$ cat config.mk
export PLATFORM = sky130hd
export DESIGN_NAME = tristate_bus_arbiter_flat
export DESIGN_NICKNAME = d
export VERILOG_FILES = /design/src/rtl/tristate_bus_arbiter_if.sv /design/src/rtl/tristate_bus_arbiter.sv /design/src/flat_wrapper.sv
export SDC_FILE = /design/constraint.sdc
export NUM_CORES = 1
export LEC_CHECK = 0
export CORE_MARGIN = 2
export CORE_UTILIZATION = 25
export DETAILED_ROUTE_END_ITERATION = 6
export PLACE_DENSITY_LB_ADDON = 0.12
export SYNTH_ARGS = -nofsm -noshare
export SYNTH_HDL_FRONTEND = slang
export SYNTH_SLANG_ARGS = --single-unit
$ cat constraint.sdc
create_clock -name Clk -period 4.8 [get_ports Clk]
set_input_delay 1.2 -clock Clk [delete_from_list [all_inputs] [get_ports Clk]]
set_output_delay 1.2 -clock Clk [all_outputs]
set_load 0.005 [all_outputs]
$ cat src/rtl/tristate_bus_arbiter_if.sv
// Bundle of the request/enable signals between the arbiter and the tri-state drivers.
interface tristate_bus_arbiter_if #(
    parameter int N = 4
);
    localparam int IW = (N > 1) ? $clog2(N) : 1;

    logic [N-1:0]  Req;
    logic [N-1:0]  Ctrl_en;
    logic [IW-1:0] Grant_id;
    logic          Bus_busy;

    modport master (input Req, output Ctrl_en, output Grant_id, output Bus_busy);
    modport slave  (output Req, input Ctrl_en, input Grant_id, input Bus_busy);
endinterface

$ cat src/rtl/tristate_bus_arbiter.sv
// Round-robin enable generator for a shared tri-state bus with an all-off turnaround gap.
// Macro PREEMPT_EN builds the MAX_HOLD preemption of a long-holding owner.
module tristate_bus_arbiter #(
    parameter int N        = 4,
    parameter int TURN     = 1,
    parameter int MAX_HOLD = 8
) (
    input  logic                   Clk,
    input  logic                   Rst,
    tristate_bus_arbiter_if.master bus
);
    localparam int IW = (N > 1) ? $clog2(N) : 1;
    localparam int TW = $clog2(TURN + 1);

    typedef enum logic [1:0] {
        ST_IDLE  = 2'd0,
        ST_GRANT = 2'd1,
        ST_TURN  = 2'd2
    } state_t;

    state_t        state_r;
    logic [IW-1:0] ptr_r;
    logic [IW-1:0] owner_r;
    logic [TW-1:0] turn_cnt_r;
    logic [N-1:0]  ctrl_en_r;
    logic          busy_r;

    logic [N-1:0]  req_s;
    logic          req_any_s;
    logic [IW-1:0] win_s;
    logic [IW-1:0] win_next_s;
    logic [N-1:0]  win_onehot_s;
    logic          arb_s;
    logic          release_s;

`ifdef PREEMPT_EN
    localparam int HW = $clog2(MAX_HOLD + 1);
    logic [HW-1:0] hold_cnt_r;
`endif

    function automatic logic [N-1:0] onehot(input logic [IW-1:0] id);
        onehot = {{(N-1){1'b0}}, 1'b1} << id;
    endfunction

    // First requester at or above ptr, wrapping from N-1 back to 0.
    function automatic logic [IW-1:0] rr_pick(input logic [N-1:0] req, input logic [IW-1:0] ptr);
        logic [IW-1:0] w;
        logic          found;
        int            idx;
        w     = ptr;
        found = 1'b0;
        for (int i = 0; i < N; i++) begin
            idx = (int'(ptr) + i) % N;
            if (!found && req[idx]) begin
                w     = IW'(idx);
                found = 1'b1;
            end else begin
                found = found;
            end
        end
        return w;
    endfunction

    // Arbitration decode: winner, next pointer, arbitration edge and owner release.
    always_comb begin
        req_s        = bus.Req;
        req_any_s    = |req_s;
        win_s        = rr_pick(req_s, ptr_r);
        win_onehot_s = onehot(win_s);
        if (win_s == IW'(N - 1)) begin
            win_next_s = {IW{1'b0}};
        end else begin
            win_next_s = win_s + IW'(1);
        end
        if (state_r == ST_IDLE) begin
            arb_s = 1'b1;
        end else if ((state_r == ST_TURN) && (turn_cnt_r == TW'(TURN))) begin
            arb_s = 1'b1;
        end else begin
            arb_s = 1'b0;
        end
`ifdef PREEMPT_EN
        if (!req_s[owner_r]) begin
            release_s = 1'b1;
        end else if ((hold_cnt_r == HW'(MAX_HOLD)) && ((req_s & ~onehot(owner_r)) != {N{1'b0}})) begin
            release_s = 1'b1;
        end else begin
            release_s = 1'b0;
        end
`else
        if (!req_s[owner_r]) begin
            release_s = 1'b1;
        end else begin
            release_s = 1'b0;
        end
`endif
    end

    // Arbiter FSM; enables only change here, so Req never reaches Ctrl_en combinationally.
    always_ff @(posedge Clk) begin
        if (Rst) begin
            state_r    <= ST_IDLE;
            ptr_r      <= {IW{1'b0}};
            owner_r    <= {IW{1'b0}};
            turn_cnt_r <= {TW{1'b0}};
            ctrl_en_r  <= {N{1'b0}};
            busy_r     <= 1'b0;
`ifdef PREEMPT_EN
            hold_cnt_r <= {HW{1'b0}};
`endif
        end else begin
            case (state_r)
                ST_GRANT: begin
                    if (release_s) begin
                        state_r    <= ST_TURN;
                        ctrl_en_r  <= {N{1'b0}};
                        turn_cnt_r <= TW'(1);
                    end else begin
`ifdef PREEMPT_EN
                        if (hold_cnt_r != HW'(MAX_HOLD)) begin
                            hold_cnt_r <= hold_cnt_r + HW'(1);
                        end else begin
                            hold_cnt_r <= hold_cnt_r;
                        end
`else
                        state_r <= ST_GRANT;
`endif
                    end
                end
                ST_IDLE, ST_TURN: begin
                    if (arb_s && req_any_s) begin
                        state_r    <= ST_GRANT;
                        owner_r    <= win_s;
                        ptr_r      <= win_next_s;
                        ctrl_en_r  <= win_onehot_s;
                        busy_r     <= 1'b1;
                        turn_cnt_r <= {TW{1'b0}};
`ifdef PREEMPT_EN
                        hold_cnt_r <= HW'(1);
`endif
                    end else if (arb_s) begin
                        state_r    <= ST_IDLE;
                        ctrl_en_r  <= {N{1'b0}};
                        busy_r     <= 1'b0;
                        turn_cnt_r <= {TW{1'b0}};
                    end else begin
                        turn_cnt_r <= turn_cnt_r + TW'(1);
                    end
                end
                default: begin
                    state_r    <= ST_IDLE;
                    ctrl_en_r  <= {N{1'b0}};
                    busy_r     <= 1'b0;
                    turn_cnt_r <= {TW{1'b0}};
                end
            endcase
        end
    end

    assign bus.Ctrl_en  = ctrl_en_r;
    assign bus.Grant_id = owner_r;
    assign bus.Bus_busy = busy_r;

endmodule

$ cat src/flat_wrapper.sv
// flat-port wrapper written by rule: the top's interface ports become plain ports
module tristate_bus_arbiter_flat 
#(
    parameter int N        = 4,
    parameter int TURN     = 1,
    parameter int MAX_HOLD = 8
)
  (Clk, Rst, bus_Req, bus_Ctrl_en, bus_Grant_id, bus_Bus_busy);
  tristate_bus_arbiter_if #(.N(N)) bus_i ();
  input  logic Clk;
  input  logic Rst;
  input wire logic [$bits(bus_i.Req)-1:0] bus_Req;
  output wire logic [$bits(bus_i.Ctrl_en)-1:0] bus_Ctrl_en;
  output wire logic [$bits(bus_i.Grant_id)-1:0] bus_Grant_id;
  output wire logic [$bits(bus_i.Bus_busy)-1:0] bus_Bus_busy;
  assign bus_i.Req = bus_Req;
  assign bus_Ctrl_en = bus_i.Ctrl_en;
  assign bus_Grant_id = bus_i.Grant_id;
  assign bus_Bus_busy = bus_i.Bus_busy;
  tristate_bus_arbiter #(.N(N), .TURN(TURN), .MAX_HOLD(MAX_HOLD)) u_core (.Clk(Clk), .Rst(Rst), .bus(bus_i));
endmodule
# Word-level counts from Yosys, hierarchy flattened
# Index checks and enable logic that the tools add are counted.
[op_classes]
n_addsub = 5
n_lt_le_gt_ge = 5
eq_ne = 5
n_shift = 1
muxes = 37
bitwise = 4
reduce_logical = 17
[op_table]
columns = ["op", "count"]
rows = [
  ["two-way mux 1 bit", 18],
  ["two-way mux 2 bit", 7],
  ["< comparator 3 x 4 -> 1 bit, second input constant", 3],
  ["two-way mux 4 bit", 3],
  ["binary-select mux 1 bit (select 2 bit)", 5],
  ["one-hot mux 4 bit (2 select lines)", 1],
  ["OR reduction 2 bit", 4],
  ["< comparator 2 x 3 -> 1 bit, second input constant", 2],
  ["AND reduction 2 bit", 3],
  ["logical AND 1 bit", 5],
  ["adder 2 x 1 -> 2 bit, second input constant", 2],
  ["adder 2 bit, second input constant", 2],
  ["equality test 2 bit, second input constant", 2],
  ["one-hot mux 1 bit (2 select lines)", 2],
  ["one-hot mux 2 bit (2 select lines)", 1],
  ["OR reduction 4 bit", 1],
  ["<< shifter 1 x 2 -> 4 bit, first input constant", 1],
  ["bitwise AND 1 bit, first input constant", 3],
  ["logical NOT 1 bit", 3],
  ["!= test 3 x 1 -> 1 bit, second input constant", 1],
  ["equality test 2 x 1 -> 1 bit, second input constant", 1],
  ["logical NOT 2 bit", 1],
  ["!= test 2 bit, second input constant", 1],
  ["adder 1 bit, second input constant", 1],
  ["inverter 1 bit", 1],
]
[totals]
regBits = 12
input_bits = 6
output_inout_bits = 7

# Longest topological paths before layout
# Gate-level depths: netlist (run 1).
[logic_depth]
ltp_word = 17
ltp_mapped = 7
mapped_depth_nobuf = 7

# Worst setup path before layout (run 1)
# No wires, ideal clock.
[synth_path]
path_kind = "input to register"
from = "in bus_Req[0]"
to = "reg u_core.ptr_r[0]"
setup_ns = 0.101
t_arrival_ns = 2.314
t_required_ns = 4.699
setup_slack_ns = 2.385
path_stages = 4
n_path_buf = 0
path_cell_list = "or4_4 -> nor3b_4 -> or3b_1 -> o41ai_1"
[synth_via]
elab_chain_len = 14
word_cells_on_any_way = 29
cone_classes = "add/sub: 1; eq/ne: 1; mux: 18; reduce/logical: 9"
[synth_rtl]
columns = ["element", "line_no", "source"]
rows = [
  ["start, declared", "flat_wrapper.sv:12", "input wire logic [$bits(bus_i.Req)-1:0] bus_Req;"],
  ["binary-select mux 1 bit (select 2 bit)", "tristate_bus_arbiter.sv:54", "if (!found && req[idx]) begin"],
  ["two-way mux 1 bit (not written as such)", "tristate_bus_arbiter.sv:54", ""],
  ["two-way mux 1 bit", "tristate_bus_arbiter.sv:54", ""],
  ["logical NOT 1 bit", "tristate_bus_arbiter.sv:54", ""],
  ["logical AND 1 bit", "tristate_bus_arbiter.sv:54", ""],
  ["two-way mux 1 bit", "tristate_bus_arbiter.sv:54", ""],
  ["logical NOT 1 bit", "tristate_bus_arbiter.sv:54", ""],
  ["logical AND 1 bit", "tristate_bus_arbiter.sv:54", ""],
  ["two-way mux 1 bit", "tristate_bus_arbiter.sv:54", ""],
  ["logical NOT 1 bit", "tristate_bus_arbiter.sv:54", ""],
  ["logical AND 1 bit", "tristate_bus_arbiter.sv:54", ""],
  ["two-way mux 2 bit", "tristate_bus_arbiter.sv:54", ""],
  ["adder 2 x 1 -> 2 bit / equality test 2 bit (equally long branches)", "tristate_bus_arbiter.sv:73, tristate_bus_arbiter.sv:70", ""],
  ["two-way mux 2 bit", "tristate_bus_arbiter.sv:70", "if (win_s == IW'(N - 1)) begin"],
  ["end signal, assigned", "tristate_bus_arbiter.sv:103", "ptr_r <= {IW{1'b0}};"],
  ["end signal, assigned", "tristate_bus_arbiter.sv:134", "ptr_r <= win_next_s;"],
  ["end, declared", "tristate_bus_arbiter.sv:22", "logic [IW-1:0] ptr_r;"],
]
# Parallel ways exist; a longest one is shown, timed or not. The select of a mux whose other input is x is not followed.
# A chain may end at the register's enable or synchronous reset.

# Worst setup path after layout (run 1)
[layout_path]
from = "in bus_Req[3]"
to = "reg u_core.ptr_r[0]"
[layout_via]
elab_chain_len = 14
word_cells_on_any_way = 29
cone_classes = "add/sub: 1; eq/ne: 1; mux: 18; reduce/logical: 9"
[layout_rtl]
columns = ["element", "line_no", "source"]
rows = [
  ["binary-select mux 1 bit (select 2 bit)", "tristate_bus_arbiter.sv:54", ""],
  ["two-way mux 1 bit (not written as such)", "tristate_bus_arbiter.sv:54", ""],
  ["two-way mux 1 bit", "tristate_bus_arbiter.sv:54", ""],
  ["logical NOT 1 bit", "tristate_bus_arbiter.sv:54", ""],
  ["logical AND 1 bit", "tristate_bus_arbiter.sv:54", ""],
  ["two-way mux 1 bit", "tristate_bus_arbiter.sv:54", ""],
  ["logical NOT 1 bit", "tristate_bus_arbiter.sv:54", ""],
  ["logical AND 1 bit", "tristate_bus_arbiter.sv:54", ""],
  ["two-way mux 1 bit", "tristate_bus_arbiter.sv:54", ""],
  ["logical NOT 1 bit", "tristate_bus_arbiter.sv:54", ""],
  ["logical AND 1 bit", "tristate_bus_arbiter.sv:54", ""],
  ["two-way mux 2 bit *", "tristate_bus_arbiter.sv:54", ""],
  ["via u_core.win_s[1]", "tristate_bus_arbiter.sv:30", "logic [IW-1:0] win_s;"],
  ["equality test 2 bit *", "tristate_bus_arbiter.sv:70", ""],
  ["two-way mux 2 bit *", "tristate_bus_arbiter.sv:70", ""],
]
# Mark *: on every way through the listed nets, which the timed path passes. The rest lies on a longest branch. The select of a mux whose other input is x is not followed.

==> results of run 1 <==
## layout make-up
cell class              count  area [µm²]  share of cell area
multi-input cells          55         394               0.467
inverters                   4        15.0              0.0178
flip-flops and latches     12         240               0.285
clock buffers               4        36.3              0.0430
well taps                  30        37.5              0.0445
repair buffers             12         120               0.142
## worst reg2reg max path: stages, from the launching register on
cell and delay [ps]:
dfxtp_1 370, nor3_1 200, a31oi_1 60, a21oi_1 350
inv_1 130, ha_1 220, o41ai_1 330
## flip-flops by register name, indices dropped and copies added, names as in the netlist
| register | count |
|---|---|
| u_core.bus.Grant_id | 2 |
| u_core.bus.Ctrl_en | 4 |
| u_core.bus.Bus_busy | 1 |
| u_core.ptr_r | 2 |
| u_core.turn_cnt_r | 1 |
| u_core.state_r | 2 |
## final timing paths
| path | endpoint |
|---|---|
| worst min register to register | u_core.bus.Ctrl_en[2]$_SDFFE_PP0P_ |
| worst min-delay path | u_core.bus.Ctrl_en[2]$_SDFFE_PP0P_ |
| worst max-delay path | u_core.ptr_r[0]$_SDFFE_PP0P_ |
| worst max register to register | u_core.ptr_r[0]$_SDFFE_PP0P_ |
## cells in the final DEF, fill, tap and decap left out
cell	netlist	routed
nand2_1	2	2
a21o_1	1	1
o22a_1	1	1
nor2b_1	5	5
dfxtp_1	12	12
a21oi_1	5	5
o21ai_0	1	1
mux4_2	1	1
nor3b_1	2	2
mux2i_1	1	1
a211oi_1	2	2
a22oi_1	5	5
inv_1	4	4
o21a_1	1	1
clkdlybuf4s50_1	0	12
clkbuf_4	0	3
o41ai_1	1	1
o311a_1	1	1
ha_1	4	4
nand4b_1	1	1
a31oi_1	1	1
and2b_2	1	1
nand2b_1	2	2
or4_4	1	1
or3b_1	1	1
o21bai_1	1	1
nor2_1	12	12
nor3b_4	1	1
clkbuf_8	0	1
nor3_1	1	1
## through the flow
step	utilization	hold WS [ps]	instance area [µm²]
4_1_cts	0.337	512	843
6_report	0.337	507	843
3_3_place_gp	0.323	486	807
5_1_grt	0.337	531	843
3_5_place_dp	0.323	491	807
2_1_floorplan	-	490	661
## power breakdown
part	leakage [nW]	internal [W]	switching, W	total [W]
Clock	0.0210	0.0000461	0.0000361	0.0000822
Sequential	0.0989	0.000119	0.0000183	0.000138
Combinational	0.217	0.0000666	0.0000594	0.000126
Total	0.337	0.000232	0.000114	0.000346
## metal layers
layer  track usage  share of wire  up-vias
li1              -              -      291
met1         0.145           0.53      260
met2         0.141           0.43        8
met3        0.0234          0.029        2
met4        0.0627          0.010        0
met5             0              0        -
## cell families (layout without fill, tap and decap cells)
family                     Yosys count  in the layout  synth area share
AOI/OAI and AO/OA                   20             20             0.210
and+or+nand+nor                     29             29             0.261
buffers and inverters                6             20            0.0398
DFF                                 12             12             0.364
adders and majority gates            4              4            0.0758
muxes                                2              2            0.0492
==> insert_results.sql, run 1 <==
INSERT INTO impl_metrics (metric_group, metric, value, unit) VALUES
('synthesis', 'syn-num-nets', '83', ''),
('critical_path', 'rr_startpoint', 'u_core.ptr_r[1]$_SDFFE_PP0P_', ''),
('placed_design', 'placed_cells_incl_taps', '113', ''),
('sta', 'fin_crit_sh', '0.598', ''),
('detailed_routing', 'detail_route.drc_violations', '0', ''),
('die', 'core.rowCount', '18', ''),
('sta', 'tightestPinTransition', '473', 'ps'),
('grt', 'grt_antenna_before_repair', '0', ''),
('synthesis', 'synth_flop_cell', 'dfxtp_1', ''),
('die', 'ios', '13', ''),
('synthesis', 'mappedNetlistArea', '661', 'µm²'),
('synthesis', 'synth-edff-count', '0', ''),
('placed_design', 'numPortBuffers', '12', ''),
('synthesis', 'ys.warnings.count', '0', ''),
('synthesis', 'distinct_cell_type_count_after_synthesis', '29', ''),
('detailed_routing', 'route.vias.total', '561', ''),
('detailed_routing', 'routed_via_density', '4.79', ''),
('sta', 'final-max-slew-violation-count', '0', ''),
('sta', 'final_sum_of_negative_setup_slack', '0', 'ps'),
('clocking', 'tritoncts_sink_count', '12', ''),
('power', 'leakagePower', '0.337', 'nW'),
('die', 'die_w', '55.4', 'µm'),
('clocking', 'clock-root-buffer', 'clkbuf_4', ''),
('critical_path', 'cpPeakStageDelay', '530', 'ps'),
('detailed_routing', 'detail-route-antenna-nets', '0', ''),
('min_path', 'whs_path_depth', '2', ''),
('synthesis', 'syn-instance-count', '73', ''),
('power', 'power_density', '410', 'nW/µm²'),
('detailed_routing', 'drt-wirelength-per-cell', '11.9', 'µm'),
('clocking', 'cts-buffers-inserted', '3', ''),
('clocking', 'post-cts-setup-buffers', '0', ''),
('critical_path', 'critical_path.n_buffers_inverters', '2', ''),
('clocking', 'clk-insertion-delay-late', '270', 'ps'),
('critical_path', 'critical_path.cell_chain', 'clkdlybuf4s50_1, nor3_1, a31oi_1, a21oi_1, inv_1, ha_1, o41ai_1', ''),
('die', 'core_region_area', '2500', 'µm²'),
('min_path', 'worst_hold_startpoint', 'u_core.bus.Ctrl_en[2]$_SDFFE_PP0P_', ''),
('job', 'maxCapViolations', '0', ''),
('critical_path', 'critical_path_peak_fanout', '8', ''),
('cells_and_area', 'fillCellCount', '278', ''),
('clocking', 'cts.repair.resized', '0', ''),
('critical_path', 'critical_path_cell_count', '7', ''),
('min_path', 'hold_path.class', 'reg2reg', ''),
('critical_path', 'timing_worst_setup_path_type', 'in2reg', ''),
('grt', 'pin_count_of_the_biggest_net_entering_global_routing', '14', ''),
('critical_path', 'worst_path_dominant_cell_family', 'compound AO/OA/AOI/OAI gates', ''),
('clocking', 'cts-htree-levels', '1', ''),
('clocking', 'cts.reportedPaths.clkPinSlew', '80', 'ps'),
('synthesis', 'synth.area.top_cells', 'dfxtp_1, ha_1, nor2_1', ''),
('status', 'outcome', 'finished, final reports clean', ''),
('power', 'power.total', '0.000346', 'W'),
('critical_path', 'worstSetupStartpointType', 'input pin', ''),
('critical_path', 'rr_worst_depth', '6', ''),
('power', 'peakVddDrop', '0.000160', 'V'),
('critical_path', 'worst-endpoint-arrival', '3050', 'ps'),
('die', 'start_util', '0.264', ''),
('die', 'die-area', '3070', 'µm²'),
('critical_path', 'crit_start', 'bus_Req[3]', ''),
('critical_path', 'critPathRequiredTime', '4980', 'ps'),
('cells_and_area', 'layout.nets', '98', ''),
('clocking', 'ctsHoldBuffers', '0', ''),
('cells_and_area', 'drive_gt1_frac', '0.0920', ''),
('synthesis', 'yosys_register_bits', '12', ''),
('die', 'floorplan.die.height', '55.4', 'µm'),
('detailed_routing', 'dr.pass1.iters', '4', ''),
('critical_path', 'reg2reg_slack', '3050', 'ps'),
('clocking', 'tritoncts_clock_tree', 'yes', ''),
('placed_design', 'place.gp.congestion', '0.687', ''),
('synthesis', 'synthArstFlopShare', '0', ''),
('synthesis', 'netlist.area_leader.share', '0.364', ''),
('critical_path', 'worst_setup_path_end_kind', 'flip-flop', ''),
('grt', 'global_route.overflow_total', '0', '');
No activity file was read; power rests on OpenSTA's default activity.
==> run 2: changes to the inputs <==
clock period = 2.5 ns   (was 4.8 ns; I/O delays follow)
==> insert_results.sql, run 2 (same netlist as run 1, synthesis figures left out) <==
INSERT INTO impl_metrics (metric_group, metric, value, unit) VALUES
('critical_path', 'crit_start', 'bus_Req[3]', ''),
('critical_path', 'cpMaxStageDelayCell', 'or4_4', ''),
('grt', 'grt_antenna_before_repair', '0', ''),
('cells_and_area', 'area_growth_syn_to_layout', '30.1', '%'),
('clocking', 'cts.reportedPaths.clkPinSlew', '70', 'ps'),
('clocking', 'clock-root-buffer', 'clkbuf_4', ''),
('critical_path', 'critPathRequiredTime', '2670', 'ps'),
('detailed_routing', 'wirelength_met1', '752', 'µm'),
('sta', 'fmaxAchievable', '0.454', 'GHz'),
('sta', 'fin_crit_sh', '0.880', ''),
('detailed_routing', 'first_iter_violations', '3', ''),
('critical_path', 'worstSetupStartpointType', 'input pin', ''),
('detailed_routing', 'route.vias.total', '581', ''),
('die', 'die_w', '55.4', 'µm'),
('critical_path', 'timing.critical_path.to', 'u_core.ptr_r[0]$_SDFFE_PP0P_', ''),
('detailed_routing', 'drt-wirelength-per-cell', '12.1', 'µm'),
('cells_and_area', 'largest_register_ff_count', '4', ''),
('critical_path', 'timing_worst_setup_path_type', 'in2reg', ''),
('cells_and_area', 'seqCellArea', '240', 'µm²'),
('clocking', 'clock_tree.buffer_depth', '2', ''),
('sta', 'final_sum_of_negative_setup_slack', '0', 'ps'),
('placed_design', 'estimated_wirelength_of_the_detail_placed_design', '1080', 'µm'),
('sta', 'setup_viol', '0', ''),
('detailed_routing', 'finalWirelength', '1450', 'µm'),
('sta', 'rel_slew_slack', '0.714', ''),
('die', 'core_region_area', '2500', 'µm²'),
('detailed_routing', 'detail_route.drc_violations', '0', ''),
('clocking', 'clk-insertion-delay-late', '270', 'ps'),
('critical_path', 'critical_path.n_buffers_inverters', '1', ''),
('sta', 'tightestPinTransition', '429', 'ps'),
('cells_and_area', 'drive_gt1_frac', '0.122', ''),
('placed_design', 'place.gp.congestion', '0.687', ''),
('die', 'die-area', '3070', 'µm²'),
('critical_path', 'critical_path_peak_fanout', '10', ''),
('clocking', 'post-cts-setup-buffers', '0', ''),
('critical_path', 'reg2reg_slack', '900', 'ps'),
('cells_and_area', 'layout.nets', '102', ''),
('clocking', 'cts-htree-levels', '1', ''),
('detailed_routing', 'dr_wl_met3', '56', 'µm'),
('cells_and_area', 'leading_cell_types_in_the_layout_fill_and_taps_excluded', 'nor2_1, clkdlybuf4s50_1, dfxtp_1', ''),
('status', 'outcome', 'finished, final reports clean', ''),
('detailed_routing', 'wl_met2', '600', 'µm'),
('min_path', 'hold_path.class', 'reg2reg', ''),
('critical_path', 'critical_path.reg2reg.endpoint', 'u_core.ptr_r[0]$_SDFFE_PP0P_', ''),
('critical_path', 'critical_path_cell_count', '5', ''),
('clocking', 'tritoncts_sink_count', '12', ''),
('detailed_routing', 'top_layer_used', 'met4', ''),
('critical_path', 'cpPeakStageDelay', '560', 'ps'),
('die', 'floorplan.die.height', '55.4', 'µm'),
('die', 'core.rowCount', '18', ''),
('sta', 'final-max-slew-violation-count', '0', ''),
('job', 'maxCapViolations', '0', ''),
('sta', 'rsz0062_at_grt', 'false', ''),
('power', 'peakVddDrop', '0.000276', 'V'),
('detailed_routing', 'dr.pass1.iters', '3', ''),
('clocking', 'tritoncts_clock_tree', 'yes', ''),
('critical_path', 'critical_path.cell_chain', 'clkdlybuf4s50_1, or4_4, nor3b_4, or3b_1, o41ai_1', ''),
('critical_path', 'rr_startpoint', 'u_core.ptr_r[1]$_SDFFE_PP0P_', ''),
('critical_path', 'worst_path_dominant_cell_family', 'simple AND/OR/NAND/NOR gates', ''),
('power', 'power_density', '747', 'nW/µm²'),
('detailed_routing', 'detail-route-antenna-nets', '0', ''),
('placed_design', 'numPortBuffers', '12', ''),
('cells_and_area', 'fillCellCount', '278', ''),
('grt', 'global_route.overflow_total', '0', ''),
('sta', 'worst_hold_slack', '507', 'ps'),
('sta', 'fin_skew', '3.66', 'ps'),
('grt', 'pin_count_of_the_biggest_net_entering_global_routing', '12', ''),
('critical_path', 'rr_worst_depth', '6', ''),
('sta', 'final-hold-violation-count', '0', ''),
('grt', 'first_pass_grt_wire_length', '2570', 'µm'),
('cells_and_area', 'multi_input_area', '394', 'µm²'),
('die', 'ios', '13', ''),
('grt', 'grt_pass1_vias', '606', ''),
('grt', 'grt.total_usage', '0.106', ''),
('critical_path', 'worst_setup_path_end_kind', 'flip-flop', ''),
('cells_and_area', 'antenna_cells_inserted', '0', ''),
('sta', 'finalWorstPathRequiredPeriod', '2200', 'ps'),
('clocking', 'cts.repair.resized', '0', ''),
('detailed_routing', 'routed_via_density', '4.84', ''),
('power', 'leakagePower', '0.349', 'nW'),
('power', 'power.total', '0.000642', 'W'),
('clocking', 'cts-buffers-inserted', '3', ''),
('clocking', 'ctsHoldBuffers', '0', ''),
('critical_path', 'worst-endpoint-arrival', '2370', 'ps'),
('die', 'start_util', '0.264', '');
[run 2: changes by cell type in the layout (fill, tap and decap cells not counted), sizes merged]
cell,change
buf,+4
clkbuf,-1
[run 2: layer usage]
metal | up-vias | track usage
met2 | 11 | 0.167
met3 | 5 | 0.0234
met5 | - | 0
met4 | 0 | 0.0627
li1 | 297 | -
met1 | 268 | 0.130
[run 2: layout make-up]
| class | instances | area share |
|---|---|---|
| inverter | 4 | 0.0175 |
| tap | 30 | 0.0437 |
| sequential | 12 | 0.279 |
| clock buffer | 3 | 0.0262 |
| multi-input combinational | 55 | 0.459 |
| timing repair buffer | 16 | 0.175 |
[run 2: report_power, final]
part           leakage [nW]  switching [W]  total, W  internal (W)
clock network        0.0138      0.0000644  0.000120     0.0000558
registers            0.0989      0.0000348  0.000264      0.000229
logic                 0.236       0.000118  0.000258      0.000139
total                 0.349       0.000218  0.000642      0.000425
[run 2: worst min path at each step]
stage | end | depth (start not counted) | from
global route | u_core.bus.Ctrl_en[2]$_SDFFE_PP0P_ | 2 | u_core.bus.Ctrl_en[2]$_SDFFE_PP0P_
global placement | u_core.bus.Ctrl_en[3]$_SDFFE_PP0P_ | 2 | u_core.bus.Ctrl_en[3]$_SDFFE_PP0P_
CTS | u_core.bus.Ctrl_en[2]$_SDFFE_PP0P_ | 2 | u_core.bus.Ctrl_en[2]$_SDFFE_PP0P_
detailed placement | u_core.bus.Ctrl_en[3]$_SDFFE_PP0P_ | 2 | u_core.bus.Ctrl_en[3]$_SDFFE_PP0P_
finish | u_core.bus.Ctrl_en[2]$_SDFFE_PP0P_ | 2 | u_core.bus.Ctrl_en[2]$_SDFFE_PP0P_
floorplan | u_core.bus.Ctrl_en[0]$_SDFFE_PP0P_ | 2 | u_core.bus.Ctrl_en[0]$_SDFFE_PP0P_
[run 2: metrics by stage]
step	worst slack [ps]	std cells	area [µm²]	utilization
final	299	120	860	0.344
after global routing	216	120	860	0.344
after CTS	311	120	860	0.344
after detailed placement	16.1	117	837	0.335
after global placement	-11.1	117	837	0.335
after floorplan	660	73	661	-
[run 2: tightest hold or removal path, stage by stage (launching register included)]
cell and delay (ps):
dfxtp_1 330, a22oi_1 70, nor2_1 80
==> run 3: changes to the inputs <==
CTS_BUF_LIST = sky130_fd_sc_hd__clkbuf_8   (was default)
==> insert_results.sql, run 3 (same netlist as run 1, synthesis figures left out) <==
INSERT INTO impl_metrics (metric_group, metric, value, unit) VALUES
('clocking', 'tritoncts_sink_count', '12', ''),
('cells_and_area', 'seqCellArea', '240', 'µm²'),
('critical_path', 'critical_path_peak_fanout', '10', ''),
('clocking', 'cts.reportedPaths.clkPinSlew', '50', 'ps'),
('min_path', 'hold_path.class', 'reg2reg', ''),
('grt', 'global_route.overflow_total', '0', ''),
('grt', 'grt_antenna_before_repair', '0', ''),
('cells_and_area', 'layout.cells.non_filler', '120', ''),
('cells_and_area', 'largest_register_ff_count', '4', ''),
('detailed_routing', 'routed_via_density', '4.82', ''),
('sta', 'fmaxAchievable', '0.446', 'GHz'),
('status', 'outcome', 'finished, final reports clean', ''),
('clocking', 'cts-htree-levels', '1', ''),
('clocking', 'clk-insertion-delay-late', '240', 'ps'),
('cells_and_area', 'layout.nets', '102', ''),
('critical_path', 'worst_setup_path_end_kind', 'flip-flop', ''),
('sta', 'final-hold-violation-count', '0', ''),
('clocking', 'clock_tree.buffer_depth', '2', ''),
('die', 'die-area', '3070', 'µm²'),
('detailed_routing', 'detail_route.drc_violations', '0', ''),
('power', 'power.total', '0.000699', 'W'),
('placed_design', 'placed_cells_incl_taps', '117', ''),
('detailed_routing', 'route.vias.total', '578', ''),
('clocking', 'cts.repair.resized', '0', ''),
('detailed_routing', 'dr.pass1.iters', '2', ''),
('power', 'peakVddDrop', '0.000285', 'V'),
('die', 'floorplan.die.height', '55.4', 'µm'),
('grt', 'first_pass_grt_wire_length', '2590', 'µm'),
('cells_and_area', 'area_growth_syn_to_layout', '33.0', '%'),
('power', 'power_density', '796', 'nW/µm²'),
('cells_and_area', 'fin_area', '878', 'µm²'),
('die', 'core_region_area', '2500', 'µm²'),
('placed_design', 'placed_cell_area', '837', 'µm²'),
('die', 'die_w', '55.4', 'µm'),
('sta', 'rsz0062_at_grt', 'false', ''),
('grt', 'grt_pass1_vias', '606', ''),
('critical_path', 'worstSetupStartpointType', 'input pin', ''),
('power', 'leakagePower', '0.356', 'nW'),
('clocking', 'ctsHoldBuffers', '0', ''),
('sta', 'postLayoutSetupSlackWorst', '259', 'ps'),
('cells_and_area', 'multi_input_area', '394', 'µm²'),
('sta', 'rel_slew_slack', '0.715', ''),
('die', 'core.rowCount', '18', ''),
('die', 'ios', '13', ''),
('detailed_routing', 'first_iter_violations', '5', ''),
('cells_and_area', 'post-route-util', '0.351', ''),
('sta', 'tightestPinTransition', '427', 'ps'),
('placed_design', 'place.gp.congestion', '0.687', ''),
('cells_and_area', 'fillCellCount', '278', ''),
('job', 'maxCapViolations', '0', ''),
('detailed_routing', 'detail-route-antenna-nets', '0', ''),
('sta', 'final-max-slew-violation-count', '0', ''),
('die', 'start_util', '0.264', ''),
('clocking', 'cts-buffers-inserted', '3', ''),
('grt', 'grt.total_usage', '0.108', ''),
('detailed_routing', 'finalWirelength', '1460', 'µm'),
('clocking', 'tritoncts_clock_tree', 'yes', ''),
('clocking', 'post-cts-setup-buffers', '0', ''),
('sta', 'fin_skew', '1.75', 'ps'),
('placed_design', 'placement.setup.worst_slack', '16.1', 'ps'),
('grt', 'pin_count_of_the_biggest_net_entering_global_routing', '12', ''),
('cells_and_area', 'drive_gt1_frac', '0.122', ''),
('critical_path', 'critPathRequiredTime', '2640', 'ps'),
('placed_design', 'numPortBuffers', '12', ''),
('placed_design', 'estimated_wirelength_of_the_detail_placed_design', '1080', 'µm'),
('sta', 'finalWorstPathRequiredPeriod', '2240', 'ps'),
('sta', 'setup_viol', '0', ''),
('critical_path', 'worst-endpoint-arrival', '2380', 'ps'),
('clocking', 'clock-root-buffer', 'clkbuf_8', ''),
('cells_and_area', 'antenna_cells_inserted', '0', ''),
('critical_path', 'timing_worst_setup_path_type', 'in2reg', ''),
('detailed_routing', 'drt-wirelength-per-cell', '12.1', 'µm'),
('cells_and_area', 'leading_cell_types_in_the_layout_fill_and_taps_excluded', 'nor2_1, clkdlybuf4s50_1, dfxtp_1', ''),
('sta', 'fin_crit_sh', '0.896', '');
run 3: cell counts in the layout (fill, tap and decap cells not counted):
No cell type changed its count.
run 3: per-layer routing:
metal  part of all wire  vias to the layer above  track usage
met5                  0                        -            0
met4              0.031                        0       0.0732
met3              0.039                        5       0.0304
met2               0.42                       11        0.167
met1               0.51                      266        0.130
li1                   -                      296            -
run 3: path summary, 6_finish.rpt:
check                                                   startpoint                                  to  cells past startpoint  slack, ps
worst min-delay path            u_core.bus.Ctrl_en[2]$_SDFFE_PP0P_  u_core.bus.Ctrl_en[2]$_SDFFE_PP0P_                      2        500
worst max register to register        u_core.ptr_r[1]$_SDFFE_PP0P_        u_core.ptr_r[0]$_SDFFE_PP0P_                      6        910
worst max-delay path                                    bus_Req[3]        u_core.ptr_r[0]$_SDFFE_PP0P_                      5        260
worst min register to register  u_core.bus.Ctrl_en[2]$_SDFFE_PP0P_  u_core.bus.Ctrl_en[2]$_SDFFE_PP0P_                      2        500
run 3: where the power goes:
group	switching, W	total [W]	internal [W]
clock	0.0000707	0.000177	0.000106
combinational	0.000118	0.000258	0.000139
sequential	0.0000348	0.000265	0.000230
total	0.000224	0.000699	0.000476
run 3: layout make-up:
type	instances	share of cell area
clock buffer	3	0.0470
timing repair buffer	16	0.171
multi-input combinational	55	0.449
inverter	4	0.0171
tap	30	0.0427
sequential	12	0.274
run 3: stage by stage:
step / setup TNS, ps / hold WS [ps]
2_1_floorplan: 0 / 490
3_3_place_gp: -11.1 / 489
3_5_place_dp: 0 / 489
4_1_cts: 0 / 509
5_1_grt: 0 / 529
6_report: 0 / 502
run 3: worst max-delay path, cell delays in order:
cell             delay (ps)
clkdlybuf4s50_1         540
or4_4                   560
nor3b_4                 210
or3b_1                  370
o41ai_1                  70
